## config.mk

```make
export PLATFORM = sky130hd
export DESIGN_NAME = wfg_wb_master
export DESIGN_NICKNAME = d
export VERILOG_FILES = /design/src/rtl/wfg_wb_master.sv
export SDC_FILE = /design/constraint.sdc
export NUM_CORES = 1
export LEC_CHECK = 0
export BUFFER_PORTS_ARGS = -buffer_cell sky130_fd_sc_hd__buf_4
export CORE_ASPECT_RATIO = 0.9
export CORE_MARGIN = 8
export CORE_UTILIZATION = 35
export DETAILED_ROUTE_END_ITERATION = 7
export GPL_ROUTABILITY_DRIVEN = 0
export SLEW_MARGIN = 20
export SYNTH_ARGS = -nofsm -noshare
export SYNTH_HDL_FRONTEND = slang
export SYNTH_SLANG_ARGS = --single-unit
```

## constraint.sdc

```tcl
create_clock -name wb_clk_i -period 2.4 [get_ports wb_clk_i]
set_input_delay 0.12 -clock wb_clk_i [delete_from_list [all_inputs] [get_ports wb_clk_i]]
set_output_delay 0.12 -clock wb_clk_i [all_outputs]
set_load 0.02 [all_outputs]
```

## src/rtl/wfg_wb_master.sv

```systemverilog
// Wishbone classic single-transfer initiator: one command in, one bus cycle, one response out.
// Define WFG_WB_MASTER_TIMEOUT_EN to abort bus cycles that see no ack within TIMEOUT cycles.
module wfg_wb_master #(
  parameter int BUSW    = 32,
  parameter int TIMEOUT = 16
) (
  input  logic              wb_clk_i,
  input  logic              wb_rst_ni,
  input  logic              req_valid_i,
  output logic              req_ready_o,
  input  logic              req_we_i,
  input  logic [BUSW-1:0]   req_adr_i,
  input  logic [BUSW-1:0]   req_dat_i,
  input  logic [BUSW/8-1:0] req_sel_i,
  output logic              rsp_valid_o,
  input  logic              rsp_ready_i,
  output logic [BUSW-1:0]   rsp_dat_o,
  output logic              rsp_err_o,
  output logic              wbm_cyc_o,
  output logic              wbm_stb_o,
  output logic              wbm_we_o,
  output logic [BUSW/8-1:0] wbm_sel_o,
  output logic [BUSW-1:0]   wbm_adr_o,
  output logic [BUSW-1:0]   wbm_dat_o,
  input  logic [BUSW-1:0]   wbm_dat_i,
  input  logic              wbm_ack_i
);

  if (TIMEOUT < 2) begin : g_timeout_check
    $error("wfg_wb_master: TIMEOUT must be at least 2");
  end

  typedef enum logic [1:0] {S_IDLE, S_BUS, S_RESP} state_t;

  state_t            r_state, w_state_nxt;
  logic              r_cyc, w_cyc_nxt;
  logic              r_we, w_we_nxt;
  logic [BUSW/8-1:0] r_sel, w_sel_nxt;
  logic [BUSW-1:0]   r_adr, w_adr_nxt;
  logic [BUSW-1:0]   r_wdat, w_wdat_nxt;
  logic              r_rsp_valid, w_rsp_valid_nxt;
  logic [BUSW-1:0]   r_rsp_dat, w_rsp_dat_nxt;

`ifdef WFG_WB_MASTER_TIMEOUT_EN
  localparam int CNTW = $clog2(TIMEOUT) + 1;
  logic [CNTW-1:0]   r_cnt, w_cnt_nxt;
  logic              r_rsp_err, w_rsp_err_nxt;
`endif

  always_comb begin
    w_state_nxt     = r_state;
    w_cyc_nxt       = r_cyc;
    w_we_nxt        = r_we;
    w_sel_nxt       = r_sel;
    w_adr_nxt       = r_adr;
    w_wdat_nxt      = r_wdat;
    w_rsp_valid_nxt = r_rsp_valid;
    w_rsp_dat_nxt   = r_rsp_dat;
`ifdef WFG_WB_MASTER_TIMEOUT_EN
    w_cnt_nxt       = r_cnt;
    w_rsp_err_nxt   = r_rsp_err;
`endif
    case (r_state)
      S_IDLE: begin
        if (req_valid_i) begin
          w_we_nxt    = req_we_i;
          w_adr_nxt   = req_adr_i;
          w_wdat_nxt  = req_dat_i;
          w_sel_nxt   = req_sel_i;
          w_cyc_nxt   = 1'b1;
`ifdef WFG_WB_MASTER_TIMEOUT_EN
          w_cnt_nxt   = '0;
`endif
          w_state_nxt = S_BUS;
        end
      end
      S_BUS: begin
        // Ack is tested first so a late ack still wins over an expiring timer.
        if (wbm_ack_i) begin
          w_cyc_nxt       = 1'b0;
          w_rsp_dat_nxt   = r_we ? '0 : wbm_dat_i;
          w_rsp_valid_nxt = 1'b1;
`ifdef WFG_WB_MASTER_TIMEOUT_EN
          w_rsp_err_nxt   = 1'b0;
`endif
          w_state_nxt     = S_RESP;
        end
`ifdef WFG_WB_MASTER_TIMEOUT_EN
        else if (r_cnt == CNTW'(TIMEOUT - 1)) begin
          w_cyc_nxt       = 1'b0;
          w_rsp_dat_nxt   = '0;
          w_rsp_err_nxt   = 1'b1;
          w_rsp_valid_nxt = 1'b1;
          w_state_nxt     = S_RESP;
        end else begin
          w_cnt_nxt = r_cnt + CNTW'(1);
        end
`endif
      end
      S_RESP: begin
        if (rsp_ready_i) begin
          w_rsp_valid_nxt = 1'b0;
          w_state_nxt     = S_IDLE;
        end
      end
      default: w_state_nxt = S_IDLE;
    endcase
  end

  always_ff @(posedge wb_clk_i or negedge wb_rst_ni) begin
    if (!wb_rst_ni) begin
      r_state     <= S_IDLE;
      r_cyc       <= 1'b0;
      r_we        <= 1'b0;
      r_sel       <= '0;
      r_adr       <= '0;
      r_wdat      <= '0;
      r_rsp_valid <= 1'b0;
      r_rsp_dat   <= '0;
`ifdef WFG_WB_MASTER_TIMEOUT_EN
      r_cnt       <= '0;
      r_rsp_err   <= 1'b0;
`endif
    end else begin
      r_state     <= w_state_nxt;
      r_cyc       <= w_cyc_nxt;
      r_we        <= w_we_nxt;
      r_sel       <= w_sel_nxt;
      r_adr       <= w_adr_nxt;
      r_wdat      <= w_wdat_nxt;
      r_rsp_valid <= w_rsp_valid_nxt;
      r_rsp_dat   <= w_rsp_dat_nxt;
`ifdef WFG_WB_MASTER_TIMEOUT_EN
      r_cnt       <= w_cnt_nxt;
      r_rsp_err   <= w_rsp_err_nxt;
`endif
    end
  end

  assign req_ready_o = (r_state == S_IDLE);
  assign wbm_cyc_o   = r_cyc;
  assign wbm_stb_o   = r_cyc;
  assign wbm_we_o    = r_we;
  assign wbm_sel_o   = r_sel;
  assign wbm_adr_o   = r_adr;
  assign wbm_dat_o   = r_wdat;
  assign rsp_valid_o = r_rsp_valid;
  assign rsp_dat_o   = r_rsp_dat;
`ifdef WFG_WB_MASTER_TIMEOUT_EN
  assign rsp_err_o   = r_rsp_err;
`else
  assign rsp_err_o   = 1'b0;
`endif

endmodule

```

Yosys cells after proc, flatten, opt, wreduce, memory -nomap -nowiden

Index checks and enable logic that the tools add are counted.

Output and inout port bits: 106
Logic and storage cells: 32
Register bits after elaboration: 105
Bits of input ports: 106

Mux-type cells: 11
Reductions and logical operators: 8
Equal/unequal tests: 5

Operator list:

| cell               | number |
|---|---|
| $mux 32            | 1 |
| $reduce_and 3->1   | 3 |
| $mux 2             | 3 |
| $ne 2x2->1 const B | 3 |
| $pmux 2 s3         | 1 |
| $mux 1             | 4 |
| $pmux 1 s2         | 2 |
| $reduce_and 2->1   | 2 |
| $reduce_bool 2->1  | 2 |
| $eq 2x1->1 const B | 1 |
| $eq 2x2->1 const B | 1 |
| $logic_not 2->1    | 1 |

Logic depth before layout (Yosys ltp)

Gate-level depths: netlist (run 1).

Depth in word-level cells: 3
Gate-level depth with buffers: 6
Depth with buffers taken out: 3

Least setup slack after synthesis (run 1)

Ideal clock, no wire load.

Path type: register -> register
Start point: register r_state[0]
End point: register r_adr[10] (netlist: wbm_adr_o[10])
Period minus slack after synthesis: 1.652 ns
Stages on the path, launching flop included: 7
Library setup time: 0.125 ns
Data arrival time: 1.527 ns
Setup slack: 0.748 ns
Data required time: 2.275 ns
Path buffers: 3
Cell sequence: dfrtp_1 -> nor2_2 -> and2_4 -> buf_6 -> buf_6 -> buf_8 -> mux2_4

Cells in the longest elaborated chain, start to end: 2

Ends and longest elaborated chain:

| element                    | RTL line | source |
|---|---|---|
| start: declaration         | 35       | `state_t r_state, w_state_nxt;` |
| start signal: assignment   | 125      | `r_state <= w_state_nxt;` |
| $logic_not 2->1            | -        |  |
| via req_ready_o            | 10       | `output logic req_ready_o,` |
| $reduce_and 2->1 (no line) | -        |  |
| end signal: assignment     | 129      | `r_adr <= w_adr_nxt;` |
| end: declaration           | 39       | `logic [BUSW-1:0] r_adr, w_adr_nxt;` |

The timed path passes the listed nets, and every way through them passes these cells.
A chain may end at the register's enable or synchronous reset.

Final worst setup path (run 1)

Start point: register r_state[0]
End point: register r_wdat[27] (netlist: wbm_dat_o[27])

Cells in the longest elaborated chain, start to end: 2

Ends and longest elaborated chain:

| element                    | RTL line | source |
|---|---|---|
| $logic_not 2->1            | 63       | `case (r_state)` |
| $reduce_and 2->1 (no line) | -        |  |
| end signal: assignment     | 130      | `r_wdat <= w_wdat_nxt;` |
| end: declaration           | 40       | `logic [BUSW-1:0] r_wdat, w_wdat_nxt;` |

No other way between the ends.

==> results.sh, run 1 <==
export IMPL_max_stage_delay_ns=0.46
export IMPL_synthMuxAreaShare=0.200
export IMPL_die_h_um=119
export IMPL_die_w_um=130
export IMPL_dieArea_um2=15500
export IMPL_use_met3=0.0642
export IMPL_setup_tns_ns=0
export IMPL_hold_path_class="in -> reg"
export IMPL_nFillCells=990
export IMPL_multi_input_area_um2=1380
export IMPL_synth_xor_area_share=0
export IMPL_ys_ff_latch=105
export IMPL_crit_chain="nor2_2, and2_4, buf_4, mux2_2"
export IMPL_p_int_mw=5.66
export IMPL_start_kind="register"
export IMPL_cts_resized=0
export IMPL_worstPathRequired_ns=2.62
export IMPL_yosys_warnings=0
export IMPL_clock_sinks=105
export IMPL_finalHoldViolations=0
export IMPL_syn2layout_area_growth_pct=60.6
export IMPL_drive_gt1_frac=0.537
export IMPL_r2r_slack_ns=0.65
export IMPL_grt_max_degree=46
export IMPL_coreArea_um2=11500
export IMPL_portBuffers=210
export IMPL_start_util=0.360
export IMPL_seq_area_um2=2630
export IMPL_combPwrFrac=0.446
export IMPL_worst_path_buf_inv=1
export IMPL_num_rows=37
export IMPL_viasPerCell=4.42
export IMPL_yosysSeqAreaShare=0.636
export IMPL_setup_violations=0
export IMPL_worstMarginPinSlew_ns=0.849
export IMPL_min_from="req_adr_i[17]"
export IMPL_swShare=0.358
export IMPL_ant_nets=0
export IMPL_final_cell_mix="buf_4 (215), dfrtp_1 (105), mux2_2 (59), dlygate4sd3_1 (43), o21ai_0 (34)"
export IMPL_routedWlPerCell_um=16.1
export IMPL_status="completed"
export IMPL_overflow=0
export IMPL_min_period_over_period=0.727
export IMPL_gr_usage_met1=0.181
export IMPL_p_sw_mw=3.15
export IMPL_antenna_found_initial=0
export IMPL_holdWs_ns=0.0150
export IMPL_grt_most_used_layer="met2"
export IMPL_slowest_stage="buf_4"
export IMPL_routed_wl_um=11600
export IMPL_path_delay_family="buffers and inverters"
export IMPL_finClkSkew_ns=0.00744
export IMPL_power_frac_seq=0.355
export IMPL_slew_violations=0
export IMPL_drt_iter0_drc=118
export IMPL_syn_nets=412
export IMPL_total_power_mw=8.81
export IMPL_io_pins=212
export IMPL_grt_pass1_vias=3420
export IMPL_synthAdderAreaFrac=0
export IMPL_cp_data_arrival_time_ns=1.97
export IMPL_cts_buffer_depth=2
export IMPL_p_clk_frac=0.200
export IMPL_final_common_cell="buf_4"
export IMPL_post_synth_inst_count=306
export IMPL_hpwl_um=8480
export IMPL_cts_buffers=9
export IMPL_rsz0062_at_grt="no"
export IMPL_synth_cell_type_count=21
export IMPL_min_path_cells=2
export IMPL_grt_use_total=0.150
export IMPL_reg2reg_depth=4
export IMPL_fmax_mhz=573
export IMPL_max_cap_viol_count=0
export IMPL_p_leak_nw=3.18
export IMPL_htree_levels=3
export IMPL_root_buffer="clkbuf_16"
export IMPL_synth_compound_area_share=0.0467
export IMPL_syn_area_um2=4130
export IMPL_grt_pass1_wl_um=18300
export IMPL_finalCriticalPeriod_ns=1.75
export IMPL_cp_end_kind="register"
export IMPL_r2r_start="r_state[0]$_DFFE_PN0P_"
export IMPL_endpoint="wbm_dat_o[27]$_DFFE_PN0P_"
export IMPL_worst_path_stages=4
export IMPL_clk_latency_ns=0.34
export IMPL_cts_setup_buffers=0
export IMPL_startpoint="r_state[0]$_DFFE_PN0P_"
export IMPL_r2r_end="wbm_dat_o[27]$_DFFE_PN0P_"
export IMPL_yosys_area_share_simple=0.0858
export IMPL_synth_top_family_by_area="multiplexers"
export IMPL_clk_pin_slew_ns=0.07
export IMPL_crit_path_max_fanout=37
export IMPL_path_class="reg -> reg"
export IMPL_num_antenna_cells=0
export IMPL_drt_pass1_iter_count=3
export IMPL_num_vias=3170
export IMPL_met2_usage=0.237
export IMPL_nets=662
export IMPL_drc=0
export IMPL_slew_limit_headroom=0.434
export IMPL_vdd_ir_drop_max_mv=0.698
export IMPL_syn_area_per_cell_um2=13.5
export IMPL_p_per_area_nw_per_um2=1330
export IMPL_cts_tree="built"
## power groups by stage
| stage | Clock, mW | Combinational [mW] | Sequential [mW] |
|---|---|---|---|
| after floorplan | 0 | 1.12 | 4.11 |
| final | 1.76 | 3.93 | 3.12 |
| after global placement | 0 | 3.89 | 3.14 |
| after global routing | 1.89 | 4.20 | 3.25 |
| after CTS | 1.82 | 4.00 | 3.14 |
| after detailed placement | 0 | 3.94 | 3.15 |
## how the worst min path moves through the flow
stage                                endpoint  slack (ns)
finish              wbm_adr_o[17]$_DFFE_PN0P_        0.02
global route        wbm_dat_o[23]$_DFFE_PN0P_      0.0001
global placement    wbm_adr_o[26]$_DFFE_PN0P_        0.17
detailed placement  wbm_adr_o[26]$_DFFE_PN0P_        0.17
floorplan              r_state[0]$_DFFE_PN0P_       -0.18
CTS                 wbm_dat_o[10]$_DFFE_PN0P_      0.0002
## routing by layer
layer / routed length, um / vias up
li1: - / 1522
met1: 4800 / 1513
met2: 5430 / 126
met3: 1220 / 9
met4: 127 / 0
met5: 0 / -
## area by class of cell
type	count	share of cell area
flip-flops and latches	105	0.396
clock buffers	11	0.0351
inverters	2	0.00113
repair buffers	259	0.311
well taps	156	0.0294
multi-input cells	179	0.207
clock inverters	5	0.0192
## synthesized netlist by cell type, drive strengths merged
cell / count / area [um2]
and2: 1 / 8.76
o31ai: 1 / 7.51
nand3b: 1 / 7.51
nand2b: 32 / 200
clkbuf: 6 / 22.5
nand2: 33 / 124
inv: 2 / 7.51
dfrtp: 105 / 2630
o21ai: 34 / 170
buf: 14 / 96.3
mux2i: 1 / 10.0
mux2: 69 / 815
a21oi: 3 / 15.0
nor2: 3 / 13.8
conb: 1 / 3.75
## cells by family after synthesis
logic type | count (synthesis)
buffers and inverters | 22
AND/OR/NAND/NOR | 70
other | 1
flip-flops | 105
AO/OA/AOI/OAI | 38
multiplexers | 70
## metrics by stage
stage / utilization / instances / worst slack (ns) / area, um2
finish: 0.577 / 717 / 0.654 / 6630
global route: 0.577 / 717 / 0.559 / 6630
CTS: 0.577 / 716 / 0.645 / 6620
detailed placement: 0.509 / 658 / 0.656 / 5840
global placement: 0.509 / 658 / 0.716 / 5840
floorplan: - / 306 / 0.748 / 4130
## what timing repair did
action | CTS | global route
hold buffers | 42 | 1
hold endpoints to repair | 84 | 1
setup endpoints to repair | 0 | 0
## flip-flops by register name, summed over array words and instances, names as in the netlist
signal,count
wbm_sel_o,4
rsp_dat_o,32
rsp_valid_o,1
wbm_cyc_o,1
wbm_dat_o,32
wbm_we_o,1
r_state,2
wbm_adr_o,32
(Power assumes the default switching activity.)
==> inputs of run 2 (changes only) <==
- ABC_AREA: not set -> 1
- PLACE_DENSITY: not set -> 0.66
- clock period: 2.4 -> 1.6 ns (I/O delays scaled with it)
==> run 2 against run 1 <==
Die area increased by 5.8%. Non-clock buffer count increased by 32. Sequential share of layout area decreased by 2.9 points. Via count increased by 42%. Total power increased by 53%. Critical path type is now reg -> out. Critical endpoint is now req_ready_o. Largest cell class unchanged. Largest power group unchanged.
==> results.sh, run 2 <==
export IMPL_status="completed"
export IMPL_num_antenna_cells=0
export IMPL_grt_pass1_wl_um=23600
export IMPL_total_power_mw=13.5
export IMPL_start_util=0.353
export IMPL_finalCriticalPeriod_ns=1.49
export IMPL_final_cells=959
export IMPL_fin_ws_ns=0.106
export IMPL_setup_violations=0
export IMPL_hold_path_class="in -> reg"
export IMPL_setup_tns_ns=0
export IMPL_antenna_found_initial=0
export IMPL_clock_sinks=105
export IMPL_clk_latency_ns=0.34
export IMPL_num_vias=4500
export IMPL_crit_path_max_fanout=35
export IMPL_yosys_warnings=0
export IMPL_final_common_cell="buf_4"
export IMPL_power_frac_seq=0.343
export IMPL_dieArea_um2=16400
export IMPL_die_w_um=134
export IMPL_drive_gt1_frac=0.298
export IMPL_post_synth_inst_count=526
export IMPL_p_per_area_nw_per_um2=1880
export IMPL_synth_area_leaders="dfrtp_1 (60%), nand2_1 (18%), nand3_1 (12%)"
export IMPL_r2r_end="wbm_dat_o[6]$_DFFE_PN0P_"
export IMPL_path_class="reg -> out"
export IMPL_synthMuxAreaShare=0
export IMPL_syn_area_um2=4410
export IMPL_synth_top_cell_by_area="dfrtp_1"
export IMPL_cp_end_kind="primary output"
export IMPL_max_cap_viol_count=0
export IMPL_netlist_area_leader_share=0.596
export IMPL_routedWlPerCell_um=15.4
export IMPL_die_h_um=122
export IMPL_slowest_stage="dfrtp_1"
export IMPL_nFillCells=1067
export IMPL_hpwl_um=9550
export IMPL_cts_tree="built"
export IMPL_ys_ff_latch=105
export IMPL_final_cell_mix="buf_4 (213), nand2_1 (208), dfrtp_1 (105), nand3_1 (102), dlygate4sd3_1 (71)"
export IMPL_fmax_mhz=669
export IMPL_yosys_area_share_simple=0.329
export IMPL_grt_pass1_vias=4674
export IMPL_crit_chain="nor2_4, buf_12, buf_4"
export IMPL_finClkSkew_ns=0.00725
export IMPL_synth_cell_type_count=13
export IMPL_nets=896
export IMPL_worstPathRequired_ns=1.52
export IMPL_slew_violations=0
export IMPL_drt_iter0_drc=205
export IMPL_grt_use_total=0.176
export IMPL_synthAdderAreaFrac=0
export IMPL_combPwrFrac=0.503
export IMPL_min_period_over_period=0.934
export IMPL_cts_buffer_depth=2
export IMPL_vdd_ir_drop_max_mv=1.04
export IMPL_synth_xor_area_share=0
export IMPL_startpoint="r_state[1]$_DFFE_PN0P_"
export IMPL_yosysSeqAreaShare=0.596
export IMPL_syn_area_per_cell_um2=8.38
export IMPL_postLayoutCoreUtil=0.573
export IMPL_synth_edff_count=0
export IMPL_synth_top_family_by_area="simple AND/OR/NAND/NOR gates"
export IMPL_overflow=0
export IMPL_syn2layout_area_growth_pct=62.4
export IMPL_htree_levels=3
export IMPL_p_sw_mw=5.74
export IMPL_ys_top_cells_by_count="nand2_1 (208), dfrtp_1 (105), nand3_1 (102)"
export IMPL_synth_compound_area_share=0.00227
export IMPL_r2r_start="r_state[1]$_DFFE_PN0P_"
export IMPL_rsz0062_at_grt="no"
export IMPL_worst_path_stages=3
export IMPL_io_pins=212
export IMPL_cp_data_arrival_time_ns=1.41
export IMPL_coreArea_um2=12500
export IMPL_clk_pin_slew_ns=0.06
export IMPL_cts_buffers=9
export IMPL_cts_resized=0
export IMPL_grt_max_degree=71
export IMPL_drt_pass1_iter_count=5
export IMPL_synth_ff_type="dfrtp_1"
export IMPL_syn_nets=632
export IMPL_cts_setup_buffers=0
export IMPL_r2r_slack_ns=0.29
export IMPL_place_ws_ns=0.359
export IMPL_synth_async_sr_flop_share=1.00
export IMPL_worst_path_buf_inv=2
export IMPL_root_buffer="clkbuf_16"
export IMPL_p_clk_frac=0.154
export IMPL_start_kind="register"
export IMPL_swShare=0.426
export IMPL_finalHoldViolations=0
export IMPL_p_int_mw=7.72
export IMPL_drc=0
export IMPL_endpoint="req_ready_o"
export IMPL_path_delay_family="flip-flops"
export IMPL_portBuffers=210
export IMPL_reg2reg_depth=5
export IMPL_p_leak_nw=3.99
export IMPL_dp_cells=871
export IMPL_synth_most_common_cell="nand2_1"
export IMPL_ant_nets=0
export IMPL_max_stage_delay_ns=0.46
export IMPL_num_rows=39
export IMPL_routed_wl_um=14800
export IMPL_viasPerCell=4.69
## run 2: power by group through the flow
stage | clock network [mW] | logic [mW] | registers [mW]
floorplan | 0 | 2.20 | 5.99
detailed placement | 0 | 6.54 | 4.61
global route | 2.22 | 7.34 | 4.76
global placement | 0 | 6.39 | 4.61
finish | 2.07 | 6.77 | 4.62
CTS | 2.14 | 6.66 | 4.62
## run 2: timing repair
item	4_1_cts	5_1_grt
hold buffers	71	0
hold endpoints to repair	175	0
setup endpoints to repair	0	1
## run 2: layout make-up
class | instances | area [um2] | area share
clock buffers | 14 | 264 | 0.0369
clock inverters | 2 | 12.5 | 0.00175
inverters | 34 | 128 | 0.0178
multi-input cells | 349 | 1460 | 0.205
flip-flops and latches | 105 | 2630 | 0.367
well taps | 164 | 205 | 0.0287
repair buffers | 291 | 2450 | 0.343
## run 2: tightest hold or removal path: cells and delay by family
family | cells | cell delay (ns)
and+or+nand+nor | 3 | 0.14
buffers and inverters | 2 | 0.15
## run 2: cells by family after synthesis
kind of cell / after synthesis
and+or+nand+nor: 346
DFF: 105
buffers and inverters: 72
AOI/OAI and AO/OA: 2
other: 1
## run 2: layer usage
layer / wire, um / vias up / part of all wire / GRT usage
met5: 0 / - / 0 / 0
met4: 234 / 0 / 0.016 / 0.0659
met3: 1590 / 17 / 0.11 / 0.0716
met2: 6620 / 203 / 0.45 / 0.271
met1: 6360 / 2126 / 0.43 / 0.219
li1: - / 2154 / - / -
## run 2: worst min path at each step
stage                             start                   endpoint  slack (ns)  depth (start not counted)
final                     wbm_dat_i[22]  rsp_dat_o[22]$_DFFE_PN0P_        0.06                          5
after detailed placement      wb_rst_ni  rsp_dat_o[12]$_DFFE_PN0P_        0.01                          1
after global routing      wbm_dat_i[16]  rsp_dat_o[16]$_DFFE_PN0P_        0.09                          5
after global placement        wb_rst_ni  rsp_dat_o[12]$_DFFE_PN0P_       0.004                          1
after floorplan               wb_rst_ni     r_state[0]$_DFFE_PN0P_       -0.22                          0
after CTS                 wbm_dat_i[22]  rsp_dat_o[22]$_DFFE_PN0P_        0.04                          5
## run 2: per-stage QoR
step,hold slack [ns],instance area (um2)
6_report,0.0632,7160
5_1_grt,0.0869,7160
4_1_cts,0.0443,7130
3_5_place_dp,0.00956,6140
3_3_place_gp,0.00435,6140
2_1_floorplan,-0.216,4410
